<file path="config.mk">
export PLATFORM = sky130hd
export DESIGN_NAME = obj_row_buffer_ctrl
export DESIGN_NICKNAME = d
export VERILOG_FILES = /design/src/rtl/obj_row_buffer_ctrl.sv
export SDC_FILE = /design/constraint.sdc
export NUM_CORES = 1
export LEC_CHECK = 0
export CORE_AREA = 2 2 85 87
export DETAILED_ROUTE_END_ITERATION = 16
export DIE_AREA = 0 0 87 89
export GPL_TIMING_DRIVEN = 1
export PLACE_DENSITY_LB_ADDON = 0.25
export SYNTH_ARGS = -nofsm -noshare
export SYNTH_HDL_FRONTEND = slang
export SYNTH_SLANG_ARGS = --single-unit
</file>
<file path="constraint.sdc">
create_clock -name clock -period 1.9 [get_ports clock]
set_clock_uncertainty 0.15 [all_clocks]
set_input_delay 0.38 -clock clock [delete_from_list [all_inputs] [get_ports clock]]
set_output_delay 0.38 -clock clock [all_outputs]
set_load 0.01 [all_outputs]
</file>
<file path="src/rtl/obj_row_buffer_ctrl.sv">
// obj_row_buffer_ctrl: scanline sequencer and write-port scheduler for the OBJ row double buffer.
// Each line latches the row number and sweeps the read column across the displayed half.
// It then issues a single-cycle clear of that half.
// Renderer writes enter through a valid/ready handshake, are registered onto the buffer write
// port, and are never presented in the same cycle as a clear.
// Optional build macro OBJ_WRITE_FIFO_EN inserts a FIFO_DEPTH-entry write FIFO so the renderer
// is not stalled across the clear.
module obj_row_buffer_ctrl #(
    parameter int unsigned NUM_COLS   = 240,
    parameter int unsigned FIFO_DEPTH = 4
) (
    input  logic        clock,
    input  logic        reset,
    input  logic        line_start,
    input  logic [7:0]  vcount,
    input  logic        pix_tick,
    input  logic        palettemode_in,
    input  logic        wvalid,
    output logic        wready,
    input  logic [19:0] wdata_in,
    input  logic [7:0]  wcol_in,
    input  logic        transp_in,
    output logic [7:0]  row,
    output logic [7:0]  rcol,
    output logic        pixel_valid,
    output logic        we,
    output logic [7:0]  wcol,
    output logic [19:0] wdata,
    output logic        transparent,
    output logic        palettemode,
    output logic        clear,
    output logic        line_done,
    output logic        overrun
);

    localparam logic [1:0] ST_IDLE  = 2'd0;
    localparam logic [1:0] ST_DRAW  = 2'd1;
    localparam logic [1:0] ST_CLEAR = 2'd2;
    localparam logic [1:0] ST_DONE  = 2'd3;

    localparam logic [7:0] LAST_COL = 8'(NUM_COLS - 1);
    localparam logic [7:0] END_COL  = 8'(NUM_COLS);

    // The FIFO pointer arithmetic relies on a power-of-two depth
    if (FIFO_DEPTH == 0 || (FIFO_DEPTH & (FIFO_DEPTH - 1)) != 0) begin : g_bad_depth
        $error("obj_row_buffer_ctrl: FIFO_DEPTH must be a nonzero power of two");
    end

    logic [1:0] state, state_nxt;
    logic [7:0] row_nxt, rcol_nxt;
    logic [7:0] pend_row, pend_row_nxt;
    logic       pending, pending_nxt;
    logic       overrun_nxt;
    logic       line_done_nxt;
    logic       clear_next;
    logic       wr_open;

    // Next-state and sequencer decode
    always_comb begin
        state_nxt     = state;
        row_nxt       = row;
        rcol_nxt      = rcol;
        pend_row_nxt  = pend_row;
        pending_nxt   = pending;
        overrun_nxt   = overrun;
        line_done_nxt = 1'b0;
        clear_next    = 1'b0;
        case (state)
            ST_IDLE, ST_DONE: begin
                if (line_start) begin
                    state_nxt = ST_DRAW;
                    row_nxt   = vcount;
                    rcol_nxt  = 8'd0;
                end
            end
            ST_DRAW: begin
                if (line_start) begin
                    // New line before the sweep finished: abort, clear, then restart
                    overrun_nxt  = 1'b1;
                    pending_nxt  = 1'b1;
                    pend_row_nxt = vcount;
                    rcol_nxt     = END_COL;
                    state_nxt    = ST_CLEAR;
                    clear_next   = 1'b1;
                end else if (pix_tick) begin
                    if (rcol == LAST_COL) begin
                        rcol_nxt   = END_COL;
                        state_nxt  = ST_CLEAR;
                        clear_next = 1'b1;
                    end else begin
                        rcol_nxt = rcol + 8'd1;
                    end
                end
            end
            ST_CLEAR: begin
                if (line_start || pending) begin
                    // A line_start arriving in this very cycle counts as pending
                    state_nxt   = ST_DRAW;
                    row_nxt     = line_start ? vcount : pend_row;
                    rcol_nxt    = 8'd0;
                    pending_nxt = 1'b0;
                    if (line_start) begin
                        overrun_nxt = 1'b1;
                    end
                end else begin
                    state_nxt     = ST_DONE;
                    line_done_nxt = 1'b1;
                end
            end
            default: state_nxt = ST_IDLE;
        endcase
    end

    // Sequencer registers
    always_ff @(posedge clock or posedge reset) begin
        if (reset) begin
            state     <= ST_IDLE;
            row       <= 8'd0;
            rcol      <= END_COL;
            pend_row  <= 8'd0;
            pending   <= 1'b0;
            overrun   <= 1'b0;
            clear     <= 1'b0;
            line_done <= 1'b0;
        end else begin
            state     <= state_nxt;
            row       <= row_nxt;
            rcol      <= rcol_nxt;
            pend_row  <= pend_row_nxt;
            pending   <= pending_nxt;
            overrun   <= overrun_nxt;
            clear     <= clear_next;
            line_done <= line_done_nxt;
        end
    end

    // Read side qualifies the buffer output with the pixel tick while drawing
    assign pixel_valid = (state == ST_DRAW) && pix_tick;

    // The write register may only load when no clear is or will be on the port
    assign wr_open = !clear_next && (state != ST_CLEAR);

    logic        src_valid;
    logic [7:0]  src_col;
    logic [19:0] src_data;
    logic        src_transp;

`ifdef OBJ_WRITE_FIFO_EN
    localparam int unsigned PTR_W = (FIFO_DEPTH > 1) ? $clog2(FIFO_DEPTH) : 1;

    logic [28:0]      fifo_mem [FIFO_DEPTH];
    logic [PTR_W-1:0] wr_ptr, rd_ptr;
    logic [PTR_W:0]   count;
    logic             fifo_full, fifo_empty, push, pop;

    assign fifo_full  = (count == (PTR_W + 1)'(FIFO_DEPTH));
    assign fifo_empty = (count == '0);
    assign push       = wvalid && !fifo_full;
    assign pop        = !fifo_empty && wr_open;
    assign wready     = !fifo_full;

    assign src_valid  = pop;
    assign src_col    = fifo_mem[rd_ptr][28:21];
    assign src_data   = fifo_mem[rd_ptr][20:1];
    assign src_transp = fifo_mem[rd_ptr][0];

    // FIFO storage, no reset needed on the data array
    always_ff @(posedge clock) begin
        if (push) begin
            fifo_mem[wr_ptr] <= {wcol_in, wdata_in, transp_in};
        end
    end

    // FIFO pointers and occupancy
    always_ff @(posedge clock or posedge reset) begin
        if (reset) begin
            wr_ptr <= '0;
            rd_ptr <= '0;
            count  <= '0;
        end else begin
            if (push) begin
                wr_ptr <= wr_ptr + PTR_W'(1);
            end
            if (pop) begin
                rd_ptr <= rd_ptr + PTR_W'(1);
            end
            if (push && !pop) begin
                count <= count + (PTR_W + 1)'(1);
            end else if (pop && !push) begin
                count <= count - (PTR_W + 1)'(1);
            end
        end
    end
`else
    assign wready     = wr_open;
    assign src_valid  = wvalid && wr_open;
    assign src_col    = wcol_in;
    assign src_data   = wdata_in;
    assign src_transp = transp_in;
`endif

    // Buffer write port register; off-screen columns are consumed without a write
    always_ff @(posedge clock or posedge reset) begin
        if (reset) begin
            we          <= 1'b0;
            wcol        <= 8'd0;
            wdata       <= 20'd0;
            transparent <= 1'b0;
            palettemode <= 1'b0;
        end else begin
            we          <= src_valid && (src_col < END_COL);
            palettemode <= palettemode_in;
            if (src_valid) begin
                wcol        <= src_col;
                wdata       <= src_data;
                transparent <= src_transp;
            end
        end
    end

endmodule

</file>
# == Word-level counts from Yosys, hierarchy flattened ==
# Index checks and enable logic that the tools add are counted.
# classes
n_addsub,1
n_lt_le_gt_ge,1
n_eq_ne,10
n_mux,28
reduce_logical,15
# op_table
cell,count
$mux W8,8
$pmux W8 S3,1
$pmux W8 S2,1
$reduce_and A3 Y1,4
$mux W1,10
$mux W2,5
$add A8 B1 Y8 const B,1
$eq A8 B8 Y1 const B,1
$lt A8 B8 Y1 const B,1
$ne A2 B2 Y1 const B,4
$ne A3 B3 Y1 const B,2
$pmux W2 S3,1
$eq A2 B2 Y1 const B,2
$logic_and A1 B1 Y1,4
$pmux W1 S2,2
$reduce_bool A2 Y1,2
$eq A2 B1 Y1 const B,1
$logic_not A2 Y1,1
$reduce_and A2 Y1,1
$reduce_or A2 Y1,1
$logic_not A1 Y1,1
$logic_or A1 B1 Y1,1
# totals
regBits,61
in_bits,43
out_inout_bits,52
word_cells,68

# == Depth between registers and ports, before layout ==
# Gate-level depths: netlist of run 1.
# depth
depth_word,9
ltp_mapped,8
mapped_depth_nobuf,6

# == Worst setup path before layout of run 1 ==
# No wires, ideal clock.
# synth_timing
kind,register to register
startpoint,register rcol[0]
endpoint,register transparent
setup_ns,0.125
arrival_time_ns,1.722
t_required_ns,1.625
slack_ns,-0.097
path_stages_with_launch,9
path_buffers,3
synth_period_minus_slack_ns,1.997
path_cell_list,dfrtp_1 > ha_1 > and4b_1 > buf_6 > a21oi_4 > o21bai_2 > buf_6 > buf_8 > mux2_4
# synth_via
elab_chain_cells,8
# synth_rtl
item,line,source
"start, declared",24,"output logic [7:0] rcol,"
"start signal, assigned",128,rcol <= rcol_nxt;
$eq A8 B8 Y1,86,if (rcol == LAST_COL) begin
$mux W1,86,
$mux W1,85,end else if (pix_tick) begin
$mux W1,77,if (line_start) begin
$mux W1,68,case (state)
$logic_not A1 Y1,141,assign wr_open = !clear_next && (state != ST_CLEAR);
$logic_and A1 B1 Y1,141,
$logic_and A1 B1 Y1,196,assign src_valid = wvalid && wr_open;
"end signal, assigned",216,transparent <= src_transp;
"end, declared",29,"output logic transparent,"
# No other way between the ends.
# A chain may end at the register's enable or synchronous reset.

# == Worst setup path in the final report of run 1 ==
# layout_timing
startpoint,input port pix_tick
endpoint,register wcol[0]
# layout_via
elab_chain_cells,6
# layout_rtl
item,line,source
"start, declared",16,"input logic pix_tick,"
$mux W1,85,
$mux W1,77,
$mux W1,68,
$logic_not A1 Y1,141,
$logic_and A1 B1 Y1,141,
$logic_and A1 B1 Y1,196,
"end signal, assigned",214,wcol <= src_col;
"end, declared",27,"output logic [7:0] wcol,"
# No other way between the ends.

==> run metrics, run 1 <==
die height 89 um; internal power 4.76 mW; Port Buffer Count 94; hold_ws 154 ps; Slew Limit Fails 0; Ys Warns 0; Ant. Diodes 0; CTS max path bufs 2; fraction of layout cells with a size suffix above 1 30.7%; most frequent cells in the layout clkdlybuf4s50_1, dfrtp_1, mux2_4, buf_4, o21ai_0; WS Path Type primary input to flop; Buf/Inv on CP 4; min Tclk post-route 2080 ps; Mapped Area 2720 um2; grt total ovfl 0; CTS tree built; TNS Setup -4080 ps; Area Overhead vs Synth 62.3%; slew margin rel. 79.5%; Sink Count 61; DRT antenna net count 0; adder-cell share of the synthesized area 1.84%; Req. time, crit path 1960 ps; initial antenna violation count 0; CTS clk-pin slew, worst paths 70 ps; I/O pin count 95; total nets after synthesis 258; Hold Path Class primary input to asynchronous set/reset pin; Tot Pwr 6.99 mW; Die Width 87 um; DP Area 4000 um2; Max VDD drop 0.609 mV; Synth Area in XOR/XNOR 0%; core area 6720 um2; worst slack, placed -536 ps; Critical Path AT 2150 ps; placed insts 408; cell area after layout 4410 um2; cell accounting for the most synthesized area dfrtp_1; via/cell ratio 4.98; Crit path largest cell delay 480 ps; register bit total from synthesis 61; main combinational cell family by area after synthesis multiplexers; later-pin clock latency in the skew report 320 ps; Final setup viols 30; Pleak 2.11 nW; Die ar. 7740 um2; row cnt 30; CP max FO 7; largest net degree at the start of global routing 57; Critical Path, Cell by Cell clkdlybuf4s50_1, and4_1, a21oi_4, buf_4, o21bai_4, buf_12, clkbuf_16, mux2_4; Mapped Avg Cell Area 12.9 um2; CP top delay family buffers and inverters; Net Sw Frac 31.9%; failing checks setup timing; Clk network pwr share 16.2%; actual slew at the worst max-slew pin 308 ps; final worst-path cycle share 110%; run status complete, but fails checks; DP HPWL 4430 um; CTS buffer count 9; number of global-route vias before repair 2,165; Cells after Synth 211; max_cap viols 0; initial core utilization 40.4%; top cells by area, synth dfrtp_1, mux2_2, mux2_4, dfstp_2, mux2i_1; Slowest cell on crit path clkdlybuf4s50_1; DRC Markers 0; startpoint types primary input; Psw 2.23 mW; Post-Synth Simple-Gate Area 8.20%; post-synthesis mux area share 20.0%; Worst setup EP type flop; register share of total power 31.9%; H-tree depth 3; Vias 2,135; Synth cell types 38; Root Buffer clkbuf_8; drt pass-1 iters 4; Util after Layout 65.6%; Final Hold Vio Count 0; gr usage total 18.0%; complex-gate fraction of the synthesized area 9.90%; Comb power frac 51.9%; nets 391; DR WL/cell 15.8 um; PnR worst setup slack -183 ps; Yosys top cell area share 52.5%; unrepaired setup endpoints after global routing true; Routed WL 6770 um; fmax 480 MHz; most common cell after layout, fill and taps aside clkdlybuf4s50_1; Final GP Congestion 0.750; Non-Filler Instances 429; sequential fraction of the synthesis area 56.4%; cts hold-fix bufs 0; pwr dens 1580 nW/um2; first-pass GRT wire length 10,700 um; Detailed Route Iter0 Violations 52
-- worst register-to-register path, stage by stage, from the launching register on --
cell	delay, ps
dfstp_2	530
and4_1	270
a21oi_4	70
buf_4	140
o21bai_4	190
buf_12	150
clkbuf_16	160
mux2_4	300
-- layout make-up --
type / count / area [um2]
clock buffers: 12 / 145
clock inverters: 4 / 47.5
fillers: 511 / 2310
inverters: 9 / 37.5
multi-input cells: 132 / 1220
flip-flops and latches: 61 / 1530
well taps: 80 / 100
repair buffers: 131 / 1330
-- Yosys cell counts, drive strengths merged --
master,count
nor4,1
clkbuf,3
a21o,1
and3,5
ha,4
and4,1
a41o,1
nor3,1
a41oi,1
nor2,6
o31ai,4
mux2i,9
dfrtp,57
buf,6
o211a,1
inv,9
o21bai,1
nand3,6
and2,2
o32ai,1
mux2,37
dfstp,4
a21oi,5
o31a,1
o22ai,2
nor2b,4
o21ai,16
a32o,1
nand2b,3
and4b,1
nand2,14
a221o,3
-- cell families (layout without fill, tap and decap cells) --
| kind of cell | Yosys count | after routing |
|---|---|---|
| adder cells (fa/ha/maj) | 4 | 4 |
| AND/OR/NAND/NOR | 44 | 44 |
| buffers and inverters | 18 | 156 |
| multiplexers | 46 | 46 |
| flip-flops | 61 | 61 |
| AO/OA/AOI/OAI | 38 | 38 |
-- per-layer routing --
layer	track usage [%]	wire [um]	up-vias
li1	-	-	1022
met1	23.8	3060	1041
met2	28.9	3280	68
met3	5.45	386	4
met4	5.11	42	0
met5	0	0	-
-- state kept, by name, indices dropped and copies added, names as in the netlist --
name and flops:
pend_row 8, overrun 1, line_done 1, clear 1
state 2, row 8, palettemode 1, wcol 8
transparent 1, we 1, pending 1, rcol 8
wdata 20
-- power by group through the flow --
| stage | logic, mW | registers, mW | clock network [mW] |
|---|---|---|---|
| final | 3.63 | 2.23 | 1.13 |
| after global routing | 3.92 | 2.29 | 1.23 |
| after CTS | 3.58 | 2.21 | 1.17 |
| after detailed placement | 3.30 | 2.22 | 0 |
| after global placement | 3.23 | 2.19 | 0 |
| after floorplan | 1.33 | 2.45 | 0 |
-- repair_timing --
action                                  in CTS  in global routing
endpoints found under the setup margin      39                 39
endpoints found under the hold margin        0                  0
gates cloned                                 2                  1
gates resized for setup                     40                 14
pin swaps                                    1                  1
setup buffers                                3                  1
-- path summary, 6_finish.rpt --
| kind | from | endpoint | slack [ps] | cells past startpoint |
|---|---|---|---|---|
| max | pix_tick | wcol[0] | -180 | 8 |
| min | reset | wdata[1] | 150 | 2 |
| max reg2reg | rcol[7] | wcol[0] | -170 | 7 |
| min reg2reg | overrun | overrun | 330 | 1 |
| max in group asynchronous | reset | rcol[6] | 870 | 3 |
| min in group clock | overrun | overrun | 330 | 1 |
No activity file was read; power rests on OpenSTA's default activity.
==> run 2: changes to the inputs <==
Settings changed: ABC_CLOCK_PERIOD_IN_PS from default to 1900.
==> results of run 2 <==
The final DEF is identical to that of run 1; final timing and power are the same.
==> run 3: changes to the inputs <==
Settings changed: CORE_AREA 2 2 85 87 to 2 2 119 63, DIE_AREA 0 0 87 89 to 0 0 121 65.
==> run 3 against run 2 <==
Net effect:
- fmax shrank 1.8%
- clock power grew 43%
- register-to-register slack lost 50 ps
- the run still ends with setup timing left
- sequential share of layout area shrank 1.9 points
==> run metrics, run 3 (same netlist as run 1, synthesis figures left out) <==
cell area after layout 4670 um2; initial core utilization 39.0%; Critical Path, Cell by Cell ha_2, and4b_2, a21oi_4, buf_4, o21bai_4, buf_4, buf_6, buf_8, mux2_4; first-pass GRT wire length 11,400 um; failing checks setup timing; run status complete, but fails checks; hold_ws 242 ps; actual slew at the worst max-slew pin 367 ps; Detailed Route Iter0 Violations 62; most common cell after layout, fill and taps aside clkdlybuf4s50_1; Pleak 2.21 nW; Worst setup EP type flop; Vias 2,213; startpoint types flop; number of global-route vias before repair 2,287; via/cell ratio 4.83; Die Width 121 um; H-tree depth 3; placed insts 429; CTS clk-pin slew, worst paths 50 ps; pwr dens 1640 nW/um2; WS Path Type flop to flop; Slowest cell on crit path dfrtp_1; Routed WL 6990 um; slew margin rel. 75.5%; Hold Path Class primary input to asynchronous set/reset pin; CP max FO 5; Slew Limit Fails 0; worst slack, placed -603 ps; Crit path largest cell delay 360 ps; r2r setup slk -220 ps; I/O pin count 95; core area 6960 um2; Die ar. 7870 um2; Ant. Diodes 0; unrepaired setup endpoints after global routing true; max_cap viols 0; Area Overhead vs Synth 71.8%; DR WL/cell 15.3 um; Port Buffer Count 94; min Tclk post-route 2120 ps; Critical Path AT 2180 ps; TNS Setup -5540 ps; Root Buffer clkbuf_16; fmax 471 MHz; largest net degree at the start of global routing 20; Tot Pwr 7.67 mW; CTS buffer count 9; Non-Filler Instances 458; Final Hold Vio Count 0; PnR worst setup slack -221 ps; Req. time, crit path 1960 ps; Sink Count 61; Max VDD drop 0.669 mV; initial antenna violation count 0; RR Startpoint rcol[1]; die height 65 um; drt pass-1 iters 4; CTS max path bufs 2; later-pin clock latency in the skew report 320 ps; Largest Register wdata; CP most frequent cell buf_4; gr usage total 19.3%; final worst-path cycle share 112%; most frequent cells in the layout clkdlybuf4s50_1, dfrtp_1, buf_4, mux2_4, mux2_2; DRT antenna net count 0; nets 405; cts hold-fix bufs 0; max reg flops 20; reg2reg end wdata[12]; fraction of layout cells with a size suffix above 1 34.5%; Critical Path Start rcol[1]; DP Area 4080 um2; Util after Layout 67.0%; row cnt 22; Final GP Congestion 0.811; R2R depth 9; grt total ovfl 0; Final setup viols 30; CTS tree built; DRC Markers 0; DP HPWL 4840 um
[run 3: cell types whose count changed in the layout (fill, tap and decap cells not counted), sizes merged]
cell           before  now
buf                37   52
clkbuf             13   12
clkdlybuf4s50      84   83
[run 3: routing by layer]
metal	routed length (um)	global-route usage, %
met1	3340	26.5
met2	3030	28.4
met3	540	7.13
met4	82	6.10
met5	0	0
[run 3: cell type report]
class                      count  area (um2)
multi-input combinational    132        1200
clock buffer                  11         253
tap                           96         120
clock inverter                 4        47.5
sequential                    61        1530
inverter                       9        37.5
timing repair buffer         145        1480
fill                         533        2300
[run 3: power breakdown]
| group | leakage (nW) | internal, mW | switching [mW] |
|---|---|---|---|
| sequential | 0.721 | 1.91 | 0.323 |
| clock | 0.147 | 1.07 | 0.544 |
| combinational | 1.34 | 2.35 | 1.47 |
[run 3: worst max-delay path: cells and delay by family (launching register included)]
kind | cells | cell delay [ps]
mux | 1 | 300
compound gates | 2 | 260
simple gates | 1 | 280
fa+ha+maj | 1 | 180
buf+inv | 4 | 480
flops | 1 | 360
[run 3: worst max-delay path by stage]
stage / slack [ps] / endpoint / cells past startpoint
CTS: -190 / wready / 6
finish: -220 / wdata[12] / 9
global placement: -590 / wready / 6
detailed placement: -600 / wready / 6
global route: -290 / wdata[12] / 9
floorplan: -90 / transparent / 8
[run 3: timing repair]
item,CTS,global route
endpoints found under the setup margin,39,49
pin swaps,0,9
gates resized for setup,34,19
hold endpoints to repair,0,0
setup buffers,9,3
cloned,3,0
